`config.mk`:
```
export PLATFORM = sky130hd
export DESIGN_NAME = pipelined_adder
export DESIGN_NICKNAME = d
export VERILOG_FILES = /design/src/rtl/adder_pkg.sv /design/src/rtl/adder_slice.sv /design/src/rtl/pipelined_adder.sv
export SDC_FILE = /design/constraint.sdc
export NUM_CORES = 1
export LEC_CHECK = 0
export ABC_AREA = 1
export ABC_CLOCK_PERIOD_IN_PS = 14600
export CORE_MARGIN = 3
export CORE_UTILIZATION = 50
export DETAILED_ROUTE_END_ITERATION = 7
export PLACE_DENSITY = 0.72
export SLEW_MARGIN = 10
export SYNTH_ARGS = -nofsm -noshare
export SYNTH_HDL_FRONTEND = slang
export SYNTH_HIERARCHICAL = 1
export SYNTH_SLANG_ARGS = --single-unit
export TNS_END_PERCENT = 20
```
`constraint.sdc`:
```
create_clock -name clk -period 14.6 [get_ports clk]
set_clock_uncertainty 0.05 [all_clocks]
set_input_delay 2.19 -clock clk [delete_from_list [all_inputs] [get_ports clk]]
set_output_delay 2.19 -clock clk [all_outputs]
set_load 0.005 [all_outputs]
```
`src/rtl/adder_pkg.sv`:
```
// Shared constants and helpers for the sliced pipelined adder.
package adder_pkg;
  localparam int DEF_WIDTH  = 32;
  localparam int DEF_STAGES = 4;
  localparam int MAX_W      = 128;

  function automatic int slice_w(input int width, input int stages);
    return width / stages;
  endfunction

  // Returned in a MAX_W container; callers keep the low WIDTH bits.
  function automatic logic [MAX_W-1:0] signed_max(input int width);
    return (MAX_W'(1) << (width - 1)) - MAX_W'(1);
  endfunction

  function automatic logic [MAX_W-1:0] signed_min(input int width);
    return MAX_W'(1) << (width - 1);
  endfunction
endpackage

```
`src/rtl/adder_slice.sv`:
```
// Combinational SW-bit adder slice with carry in/out.
module adder_slice #(
  parameter int SW = 8
) (
  input  logic [SW-1:0] a_i,
  input  logic [SW-1:0] b_i,
  input  logic          c_i,
  output logic [SW-1:0] s_o,
  output logic          c_o
);
  assign {c_o, s_o} = {1'b0, a_i} + {1'b0, b_i} + {{SW{1'b0}}, c_i};
endmodule

```
`src/rtl/pipelined_adder.sv`:
```
// Pipelined add/sub: one SW-bit slice per stage, valid/ready with global stall.
// Define PIPELINED_ADDER_SAT_EN to clamp overflowed results to the signed limit.
module pipelined_adder
  import adder_pkg::*;
#(
  parameter int WIDTH  = DEF_WIDTH,
  parameter int STAGES = DEF_STAGES
) (
  input  logic             clk,
  input  logic             rst,
  input  logic             in_valid,
  output logic             in_ready,
  input  logic [WIDTH-1:0] a,
  input  logic [WIDTH-1:0] b,
  input  logic             c_in,
  input  logic             sub,
  output logic             out_valid,
  input  logic             out_ready,
  output logic [WIDTH-1:0] sum,
  output logic             c_out,
  output logic             ovf
);
  localparam int SW = slice_w(WIDTH, STAGES);

  logic [STAGES-1:0] vld_pipe;
  logic              stall;
  logic [WIDTH-1:0]  b_eff;
  logic              c_eff;

  assign b_eff     = sub ? ~b : b;
  assign c_eff     = sub | c_in;
  assign out_valid = vld_pipe[STAGES-1];
  assign stall     = out_valid & ~out_ready;
  assign in_ready  = ~stall;

  // Stage k consumes operand slice k; the slices above it ride along in a
  // shrinking skew register, the finished slices below it in a growing sum.
  for (genvar k = 0; k < STAGES; k++) begin : g_st
    localparam int RW = (STAGES - 1 - k) * SW;
    localparam int DW = (k + 1) * SW;

    logic [RW+SW-1:0] a_in, b_in;
    logic             cin_s, vin;
    logic [SW-1:0]    s_s;
    logic             co_s;
    logic [DW-1:0]    raw_d, sum_d, sum_q;
    logic             c_q;

    if (k == 0) begin : g_head
      assign a_in  = a;
      assign b_in  = b_eff;
      assign cin_s = c_eff;
      assign vin   = in_valid;
      assign raw_d = s_s;
    end else begin : g_head
      assign a_in  = g_st[k-1].g_skew.a_q;
      assign b_in  = g_st[k-1].g_skew.b_q;
      assign cin_s = g_st[k-1].c_q;
      assign vin   = vld_pipe[k-1];
      assign raw_d = {s_s, g_st[k-1].sum_q};
    end

    adder_slice #(.SW(SW)) u_slice (
      .a_i (a_in[SW-1:0]),
      .b_i (b_in[SW-1:0]),
      .c_i (cin_s),
      .s_o (s_s),
      .c_o (co_s)
    );

    if (k < STAGES - 1) begin : g_skew
      logic [RW-1:0] a_q, b_q;
      assign sum_d = raw_d;
      always_ff @(posedge clk or posedge rst) begin
        if (rst) begin
          a_q <= '0;
          b_q <= '0;
        end else if (!stall) begin
          a_q <= a_in[RW+SW-1:SW];
          b_q <= b_in[RW+SW-1:SW];
        end
      end
    end else begin : g_tail
      logic ovf_d, ovf_q;
      // Only the top slice sees the operand sign bits, so overflow is decided here.
      assign ovf_d = (a_in[SW-1] == b_in[SW-1]) && (s_s[SW-1] != a_in[SW-1]);
`ifdef PIPELINED_ADDER_SAT_EN
      localparam logic [MAX_W-1:0] SMAX_W = signed_max(WIDTH);
      localparam logic [MAX_W-1:0] SMIN_W = signed_min(WIDTH);
      localparam logic [WIDTH-1:0] SMAX   = SMAX_W[WIDTH-1:0];
      localparam logic [WIDTH-1:0] SMIN   = SMIN_W[WIDTH-1:0];
      assign sum_d = ovf_d ? (a_in[SW-1] ? SMIN : SMAX) : raw_d;
`else
      assign sum_d = raw_d;
`endif
      always_ff @(posedge clk or posedge rst) begin
        if (rst)         ovf_q <= 1'b0;
        else if (!stall) ovf_q <= ovf_d;
      end
    end

    always_ff @(posedge clk or posedge rst) begin
      if (rst) begin
        vld_pipe[k] <= 1'b0;
        sum_q       <= '0;
        c_q         <= 1'b0;
      end else if (!stall) begin
        vld_pipe[k] <= vin;
        sum_q       <= sum_d;
        c_q         <= co_s;
      end
    end
  end

  assign sum   = g_st[STAGES-1].sum_q;
  assign c_out = g_st[STAGES-1].c_q;
  assign ovf   = g_st[STAGES-1].g_tail.ovf_q;
endmodule

```
==> flow_summary.yaml <==
run_status:
  outcome: "finished, final reports clean"
sta:
  tightest_slew_ns: 0.995
  min_period_ns: 6.61
  setup_viol: 0
  hold_viol_final: 0
  drv_slew: 0
  rsz0062_at_grt: "no"
  period_share_pct: 45.3
  slew_headroom_pct: 33.6
  tns_ns: 0
  fmax_mhz: 151
worst_setup_path:
  path_cells: "clkdlybuf4s50_1 > nor2_4 > buf_4 > inv_4 > clkdlybuf4s50_1"
  worst_path_most_repeated_cell: "clkdlybuf4s50_1"
  arrival_ns: 4.37
  crit_type: "input pin to output port"
  cp.required_ns: 12.36
  crit_path_start: "out_ready"
  start_kind: "input pin"
  crit_path_end_kind: "output port"
  critPathMaxStageDelay_ns: 0.58
  crit_slowest_cell: "buf_4"
  worstPathMaxFanout: 88
  timing.rr.start: "out_valid"
clocking:
  clk_pin_slew_worst_paths_ns: 0.07
  ctsHoldBuffers: 0
  clk_latency_ns: 0.43
  cts_sinks: 185
  post_cts_resize_count: 0
  clockBufferDepth: 2
  root_buffer: "clkbuf_16"
  cts_setup_buffers: 0
  cts_max_level: 4
  cts_tree: "done"
  cts_buffers: 17
place:
  dp_cells: 1296
  portBuffers: 105
  dpl_cell_area_mm2: 0.00987
  place_congestion: 0.876
  dp_hpwl_um: 11300
layout:
  design_area_mm2: 0.0105
  fill_cells: 1515
  diodes: 0
  drive_above_1_share_pct: 6.68
  multi_input_area_mm2: 0.00356
  stdcell_count: 1328
  area_delta_synth_final_pct: 18.8
  nNetsFinal: 1201
  regArea_mm2: 0.00463
routing:
  avgRoutedWirePerCell_um: 12.5
  vias: 6375
  wl_um: 16700
  drt-pass1-iter-count: 5
  vias_per_cell: 4.80
  drtAntennaViolNets: 0
  drc: 0
  drt_iter0_drc: 415
global_routing:
  grt_pass1_wl_um: 29200
  track_usage_pct: 18.2
  grt_max_degree: 110
  gr-total-overflow: 0
  antenna_found_initial: 0
  grt_pass1_vias: 6204
floorplan:
  die_y_um: 139
  die_x_um: 139
  initial_utilization_pct: 52.0
  row_count: 47
  core_mm2: 0.0169
  die_area_mm2: 0.0192
  io-pin-count: 106
synthesis:
  yosysSeqAreaShare_pct: 52.6
  async_flop_share_pct: 100
  synthCells: 1010
  yosys-top-cells-count: "nand2_1, dfrtp_1, inv_1"
  synth_edf_count: 0
  ys.flop_type: "dfrtp_1"
  synth_nets: 1116
  yosys.area.top_type: "dfrtp_1"
  netlist.area_leader.share_pct: 52.6
  synth.avg_cell_area_um2: 8.72
  synth_area_leaders: "dfrtp_1, nand2_1, ha_1"
  syn_area_mm2: 0.00881
  synth_warnings: 6
  synth-seq-cells: 185
  synth_most_common_cell: "nand2_1"
  synthDistinctLibCells: 26
worst_hold_path:
  hp-class: "flop to flop"
  hp-start: "g_st[0].g_skew.b_q[13]"
run:
  maxCapViolations: 0
power:
  powerDensity_mw_per_mm2: 210
  vdd_drop_max_mv: 0.110
  cellLeakagePower_nw: 5.38
-- metrics by stage --
stage | hold slack [ns] | setup WS, ns | utilization, % | power (mW)
after floorplan | 0.390 | 7.33 | - | 1.50
after global placement | 0.397 | 7.98 | 58.3 | 1.73
after detailed placement | 0.402 | 7.98 | 58.3 | 1.75
after CTS | 0.422 | 7.97 | 61.8 | 2.22
after global routing | 0.439 | 7.78 | 61.8 | 2.40
final | 0.416 | 7.99 | 61.8 | 2.20
-- worst paths after layout --
check	to	slack, ns	cells after the start
setup / recovery	in_ready	7.99	5
hold / removal	g_st[1].g_skew.b_q[5]	0.42	2
setup reg to reg	g_st[0].g_skew.b_q[1]	11.78	7
hold reg to reg	g_st[1].g_skew.b_q[5]	0.42	2
max in group asynchronous	g_st[0].g_skew.b_q[6]	10.42	4
min in group asynchronous	sum[2]	2.11	2
-- metal layers --
layer  track usage [%]  share of wire [%]
met2              28.1                 46
met1              26.5                 49
met4              5.20                1.3
met3              3.72                4.0
met5                 0                  0
-- sequential cells by signal (all words and copies together) (netlist names) --
signal / cells
ovf: 1
g_st.g_skew.b_q: 48
c_out: 1
g_st.g_skew.a_q: 48
g_st.sum_q: 48
sum: 32
out_valid: 1
g_st.vin: 3
g_st.c_q: 3
-- critical path, delay by kind of cell --
family,cells,cell delay [ns]
buffers and inverters,4,2.04
AND/OR/NAND/NOR,1,0.11
-- power by group --
group | leakage (nW) | switching, mW | total, mW | internal (mW)
registers | 2.25 | 0.117 | 0.855 | 0.738
logic | 2.84 | 0.500 | 0.889 | 0.388
clock network | 0.288 | 0.195 | 0.454 | 0.258
total | 5.38 | 0.813 | 2.20 | 1.38
-- cell type report --
type                    instances  area share (%)
well taps                     220            2.63
multi-input cells             696            34.0
clock inverters                13            1.38
repair buffers                110            10.4
inverters                      85            3.12
flip-flops and latches        185            44.3
clock buffers                  19            4.23
-- kinds of logic after synthesis --
group           after synthesis  synth area share (%)
flops                       185                  52.6
fa+ha+maj                    36                  5.80
compound gates              111                  6.44
buf+inv                     129                  7.00
simple gates                505                  23.8
xor+xnor                     44                  4.38
-- layout by cell type (no fill, tap or decap), types with 10 or more instances in the layout --
cell             instances
nand2_1                446
dfrtp_1                185
clkdlybuf4s50_1        104
inv_1                   80
o21ai_0                 69
xor2_1                  36
o21ai_1                 30
ha_1                    28
clkbuf_16               17
nand3_1                 14
a21oi_1                 11
nor2_1                  10
nand2_2                 10
Power figures use the tool's default switching activity.
